## src/rtl/uart_cmd_pkg.sv

```systemverilog
// Shared types and character constants for the ASCII-hex command decoder.
package uart_cmd_pkg;

  typedef enum logic [2:0] {
    IDLE,
    ADDR_HI,
    ADDR_LO,
    DATA_HI,
    DATA_LO,
    TERM
  } state_t;

  localparam logic [7:0] CH_W  = 8'h57;
  localparam logic [7:0] CH_R  = 8'h52;
  localparam logic [7:0] CH_CR = 8'h0D;
  localparam logic [7:0] CH_LF = 8'h0A;
  localparam logic [7:0] CH_SP = 8'h20;

  function automatic logic is_term(input logic [7:0] c);
    return (c == CH_CR) || (c == CH_LF);
  endfunction

  function automatic logic is_cmd(input logic [7:0] c);
    return (c == CH_W) || (c == CH_R);
  endfunction

endpackage

```

## src/rtl/hex_char_decode.sv

```systemverilog
// Combinational ASCII hex digit decoder: 0-9, A-F, a-f to a nibble plus valid flag.
module hex_char_decode (
  input  logic [7:0] i_char,
  output logic [3:0] o_nibble,
  output logic       o_valid
);

  always_comb begin
    // NOTE: every output gets a default first so no path leaves it unassigned (no latch).
    o_valid  = 1'b1;
    o_nibble = 4'h0;
    if (i_char >= 8'h30 && i_char <= 8'h39) begin
      o_nibble = i_char[3:0];
    end else if ((i_char >= 8'h41 && i_char <= 8'h46) ||
                 (i_char >= 8'h61 && i_char <= 8'h66)) begin
      // Letters A-F / a-f have low nibble 1..6; adding 9 gives 10..15.
      o_nibble = i_char[3:0] + 4'h9;
    end else begin
      o_valid = 1'b0;
    end
  end

endmodule

```

## src/rtl/uart_cmd_decoder.sv

```systemverilog
// ASCII-hex write/read frame parser driving register strobes from UART RX bytes.
// Optional inter-character timeout enabled by defining UART_CMD_TIMEOUT_EN.
module uart_cmd_decoder
  import uart_cmd_pkg::*;
#(
  parameter int unsigned ClkFrequency = 10000000,
  parameter int unsigned TimeoutUs    = 2000
) (
  input  logic       CLK_10MHZ,
  input  logic       RST_N,
  input  logic       rx_data_ready,
  input  logic [7:0] rx_data,
  output logic       wr_strobe,
  output logic [7:0] wr_addr,
  output logic [7:0] wr_data,
  output logic       rd_strobe,
  output logic [7:0] rd_addr,
  output logic       err_strobe,
  output logic [7:0] err_count,
  output logic       busy
);

  state_t     r_state, w_next_state;
  logic       r_is_wr, w_next_is_wr;
  logic [7:0] r_addr_sh, w_next_addr_sh;
  logic [7:0] r_data_sh, w_next_data_sh;
  logic       r_wr_strobe, r_rd_strobe, r_err_strobe;
  logic [7:0] r_wr_addr, r_wr_data, r_rd_addr, r_err_count;
  logic       w_fire_wr, w_fire_rd, w_err, w_timeout;
  logic [3:0] w_nibble;
  logic       w_hex_valid;

  hex_char_decode u_hex_char_decode (
    .i_char   (rx_data),
    .o_nibble (w_nibble),
    .o_valid  (w_hex_valid)
  );

`ifdef UART_CMD_TIMEOUT_EN
  localparam int unsigned TmoCycles = ClkFrequency / 1000000 * TimeoutUs;
  localparam int unsigned TmoW      = (TmoCycles > 1) ? $clog2(TmoCycles) : 1;

  logic [TmoW-1:0] r_tmo_cnt;

  // A byte in the expiry cycle takes priority, so the timeout requires a quiet cycle.
  assign w_timeout = (r_state != IDLE) && !rx_data_ready &&
                     (r_tmo_cnt == TmoW'(TmoCycles - 1));

  always_ff @(posedge CLK_10MHZ or negedge RST_N) begin
    if (!RST_N) begin
      r_tmo_cnt <= '0;
    end else if (rx_data_ready || (r_state == IDLE) || w_timeout) begin
      r_tmo_cnt <= '0;
    end else begin
      r_tmo_cnt <= r_tmo_cnt + 1'b1;
    end
  end
`else
  assign w_timeout = 1'b0;
`endif

  always_comb begin
    w_next_state   = r_state;
    w_next_is_wr   = r_is_wr;
    w_next_addr_sh = r_addr_sh;
    w_next_data_sh = r_data_sh;
    w_fire_wr      = 1'b0;
    w_fire_rd      = 1'b0;
    w_err          = 1'b0;
    if (rx_data_ready) begin
      if (is_cmd(rx_data)) begin
        // A command letter always starts a new frame; mid-frame it also flags the lost one.
        w_err        = (r_state != IDLE);
        w_next_state = ADDR_HI;
        w_next_is_wr = (rx_data == CH_W);
      end else begin
        w_next_state = IDLE;
        case (r_state)
          IDLE:    w_err = !(is_term(rx_data) || rx_data == CH_SP);
          ADDR_HI: if (w_hex_valid) begin
                     w_next_addr_sh[7:4] = w_nibble;
                     w_next_state        = ADDR_LO;
                   end else w_err = 1'b1;
          ADDR_LO: if (w_hex_valid) begin
                     w_next_addr_sh[3:0] = w_nibble;
                     w_next_state        = r_is_wr ? DATA_HI : TERM;
                   end else w_err = 1'b1;
          DATA_HI: if (w_hex_valid) begin
                     w_next_data_sh[7:4] = w_nibble;
                     w_next_state        = DATA_LO;
                   end else w_err = 1'b1;
          DATA_LO: if (w_hex_valid) begin
                     w_next_data_sh[3:0] = w_nibble;
                     w_next_state        = TERM;
                   end else w_err = 1'b1;
          TERM:    if (is_term(rx_data)) begin
                     w_fire_wr = r_is_wr;
                     w_fire_rd = !r_is_wr;
                   end else w_err = 1'b1;
          default: w_err = 1'b1;
        endcase
      end
    end else if (w_timeout) begin
      w_err        = 1'b1;
      w_next_state = IDLE;
    end
  end

  always_ff @(posedge CLK_10MHZ or negedge RST_N) begin
    if (!RST_N) begin
      r_state      <= IDLE;
      r_is_wr      <= 1'b0;
      r_addr_sh    <= 8'h00;
      r_data_sh    <= 8'h00;
      r_wr_strobe  <= 1'b0;
      r_rd_strobe  <= 1'b0;
      r_err_strobe <= 1'b0;
      r_wr_addr    <= 8'h00;
      r_wr_data    <= 8'h00;
      r_rd_addr    <= 8'h00;
      r_err_count  <= 8'h00;
    end else begin
      // NOTE: non-blocking assignments so every register samples pre-edge values.
      r_state      <= w_next_state;
      r_is_wr      <= w_next_is_wr;
      r_addr_sh    <= w_next_addr_sh;
      r_data_sh    <= w_next_data_sh;
      r_wr_strobe  <= w_fire_wr;
      r_rd_strobe  <= w_fire_rd;
      r_err_strobe <= w_err;
      // Held outputs only move with their strobe, so partial frames never disturb them.
      if (w_fire_wr) begin
        r_wr_addr <= r_addr_sh;
        r_wr_data <= r_data_sh;
      end
      if (w_fire_rd) r_rd_addr <= r_addr_sh;
      if (w_err && (r_err_count != 8'hFF)) r_err_count <= r_err_count + 8'd1;
    end
  end

  assign wr_strobe  = r_wr_strobe;
  assign wr_addr    = r_wr_addr;
  assign wr_data    = r_wr_data;
  assign rd_strobe  = r_rd_strobe;
  assign rd_addr    = r_rd_addr;
  assign err_strobe = r_err_strobe;
  assign err_count  = r_err_count;
  assign busy       = (r_state != IDLE);

endmodule

```

## config.mk

```make
export PLATFORM = sky130hd
export DESIGN_NAME = uart_cmd_decoder
export DESIGN_NICKNAME = d
export VERILOG_FILES = /design/src/rtl/uart_cmd_pkg.sv /design/src/rtl/hex_char_decode.sv /design/src/rtl/uart_cmd_decoder.sv
export SDC_FILE = /design/constraint.sdc
export NUM_CORES = 1
export LEC_CHECK = 0
export BUFFER_PORTS_ARGS = -buffer_cell sky130_fd_sc_hd__buf_4
export CORE_MARGIN = 2
export CORE_UTILIZATION = 55
export DETAILED_ROUTE_END_ITERATION = 8
export HOLD_SLACK_MARGIN = 0.05
export PLACE_DENSITY = 0.85
export SYNTH_ARGS = -nofsm -noshare
export SYNTH_HDL_FRONTEND = slang
export SYNTH_HIERARCHICAL = 1
export SYNTH_SLANG_ARGS = --single-unit
```

## constraint.sdc

```tcl
create_clock -name CLK_10MHZ -period 2.48 [get_ports CLK_10MHZ]
set_input_delay 0.248 -clock CLK_10MHZ [delete_from_list [all_inputs] [get_ports CLK_10MHZ]]
set_output_delay 0.248 -clock CLK_10MHZ [all_outputs]
set_load 0.01 [all_outputs]
```

==> qor.txt <==
Rel. slew slack -> 55.63%
Post-DP HPWL -> 3612 µm
Max Freq -> 482.1 MHz
RSZ-0062 raised after global routing -> no
largest net degree at the start of global routing -> 56
Worst Slack Setup Final -> 405.7 ps
cell taking the most area after synthesis -> dfrtp_1
CP required -> 2710 ps
ANT cells -> 0
Post-synth EDFFs -> 0
status -> complete, no violations
final setup fails -> 0
initial antenna violation count -> 0
Synth top cells by count -> 55 x dfrtp_1, 30 x mux2_2, 9 x inv_1, 9 x mux2_4, 9 x nor2_1
initial core utilization -> 56.29%
Synth warnings -> 6
Slew Viols, Final -> 0
PwrDens -> 604.7 nW/µm²
Worst Setup End Kind -> flip-flop
Crit Reg-Reg Endpoint -> err_count[3]
die extent in y -> 73.30 µm
top cells by area, synth -> dfrtp_1 52%, mux2_2 13%, mux2_4 5.1%
count leader, synth -> dfrtp_1
Peak VDD IR -> 0.0004395 V
CP Max Fanout -> 6
R2R setup slack -> 480 ps
Clock Root Buffer -> clkbuf_8
H-tree depth -> 2
Leak Pwr -> 1.597 nW
IO Count -> 47
Place WS -> 145.8 ps
Post-Syn Area -> 2641 µm²
first-pass GRT wire length -> 7990 µm
R2R cell count -> 8
GP Congestion -> 0.8318
vias in the first global route -> 1636
Mean Syn Cell Area -> 13.08 µm²
worst hold path type -> in2reg
Critical R2R Launch -> r_state[0]
Routed wire per std cell -> 16.21 µm
synth-to-layout area growth -> 20.56%
DR pass1 iterations -> 4
Mapped Cells -> 202
area share of the largest cell type after synthesis -> 52.11%
max-cap viol count -> 0
synthesis-stage register bit count -> 55
slew at the pin closest to its max-slew limit -> 665.5 ps
critical path launch point type -> primary input
Antenna Nets Post-Route -> 0
total core area -> 4692 µm²
total track usage -> 19.71%
DR iter-0 viols -> 101
I/O Buffers -> 46
Setup Crit Path Kind -> in2reg
overall power -> 1.926 mW
Final Core Density -> 67.87%
WL final -> 5042 µm
Setup crit start -> rx_data[1]
clock slew at reported path FFs -> 90 ps
main flop type after synthesis -> dfrtp_1
WHS -> 202.8 ps
DRC Markers -> 0
layout cell share with drive strength beyond 1 -> 43.19%
clk sinks -> 55
critical path endpoint -> err_count[7]
Final Critical Period -> 2074 ps
vias per inst -> 5.650
Row Count -> 25
post-synthesis async set-or-reset flop share -> 100.0%
cts bufs inserted -> 5
grt ovf -> 0
part of the cycle the worst path needs -> 83.64%
die area -> 5373 µm²
Synthesized Nets -> 217
vias -> 1757
CTS Buffer Depth -> 2
fillers -> 340
Final #Nets -> 271
share of the yosys chip area belonging to registers -> 52.11%
final clock skew -> 7.854 ps
Fin. Hold Viols -> 0
clock latency on the worst-skew pair -> 310 ps
chip width -> 73.30 µm
CTS tree -> done
setup_tns -> 0 ps
synth unique cells -> 51
CP arrival -> 2300 ps
## per-layer routing
metal	up-vias	track usage (%)	share of wire (%)
met5	-	0	0
met4	0	6.667	0.67
met3	2	3.292	4.4
met2	53	32.03	49
met1	864	27.04	46
li1	838	-	-
## layout make-up
type / count / area (µm²) / area share (%)
flip-flops and latches: 55 / 1376 / 43.22
multi-input cells: 133 / 1202 / 37.76
repair buffers: 52 / 392.9 / 12.34
clock buffers: 6 / 72.57 / 2.279
well taps: 54 / 67.56 / 2.122
clock inverters: 2 / 38.79 / 1.218
inverters: 9 / 33.78 / 1.061
## worst max-delay path, cell delays in order
cell and delay (ps):
buf_4 130, inv_1 100, ha_1 200, nand2b_1 80
o211ai_1 240, nand2_1 160, o32a_1 380, o31ai_1 90
o21ai_2 130, nor4_1 340, xor2_1 190
## state kept, by name, indices dropped and copies added (netlist names)
| register | cells |
|---|---|
| err_count | 8 |
| r_addr_sh | 8 |
| r_data_sh | 8 |
| rd_addr | 8 |
| wr_addr | 8 |
| wr_data | 8 |
| r_state | 3 |
| err_strobe | 1 |
| r_is_wr | 1 |
| rd_strobe | 1 |
| wr_strobe | 1 |
## power by group
group	leakage (nW)	internal (mW)	total [mW]	switching, mW
clock	0.0558	0.305	0.590	0.285
combinational	0.793	0.153	0.307	0.154
sequential	0.749	0.953	1.03	0.0753
total	1.60	1.41	1.93	0.514
## per-stage QoR
step / instances / area [µm²]
global placement: 302 / 3063
finish: 311 / 3184
CTS: 311 / 3184
floorplan: 202 / 2641
global route: 311 / 3184
detailed placement: 302 / 3063
## cells by family (layout without fill, tap and decap cells)
kind of cell / count (synthesis) / after routing / share of synthesized area, %
AOI/OAI and AO/OA: 26 / 26 / 7.864
adders and majority gates: 4 / 4 / 1.895
xor gates and xnor gates: 8 / 8 / 2.653
DFF: 55 / 55 / 52.11
buffers and inverters: 14 / 69 / 2.369
and+or+nand+nor: 52 / 52 / 13.60
muxes: 43 / 43 / 19.52
## repair_timing
action                                 4_1_cts  5_1_grt
buffers inserted                             0        0
hold buffers                                 1        0
endpoints found under the hold margin       55        0
resized for setup                            0        0
## worst min path at each step
stage / from / cells past startpoint / to / slack, ps
finish: rx_data_ready / 2 / r_state[2] / 200
global route: rx_data_ready / 2 / r_state[2] / 200
CTS: rx_data_ready / 2 / r_state[2] / 190
detailed placement: RST_N / 1 / err_strobe / 330
global placement: RST_N / 1 / err_strobe / 330
floorplan: RST_N / 0 / err_count[0] / -50
## cells in the final DEF, fill, tap and decap left out, types with 2 or more instances in the layout
cell      netlist  final
a21oi_1         2      2
a31oi_1         2      2
and2_1          2      2
and3_1          2      2
buf_4           0     51
clkbuf_8        0      5
dfrtp_1        55     55
ha_1            4      4
inv_1           9      9
mux2_1          2      2
mux2_2         30     30
mux2_4          9      9
mux2i_1         2      2
nand2_1         3      3
nand2b_1        4      4
nand3_1         8      8
nand4_1         2      2
nor2_1          9      9
nor2b_1         4      4
nor3_1          4      4
nor3b_1         2      2
nor4_4          2      2
o21ai_0         4      4
o21ai_2         2      2
o22ai_1         2      2
o31ai_1         2      2
xnor2_1         2      2
xor2_1          6      6
(Power assumes the default switching activity.)
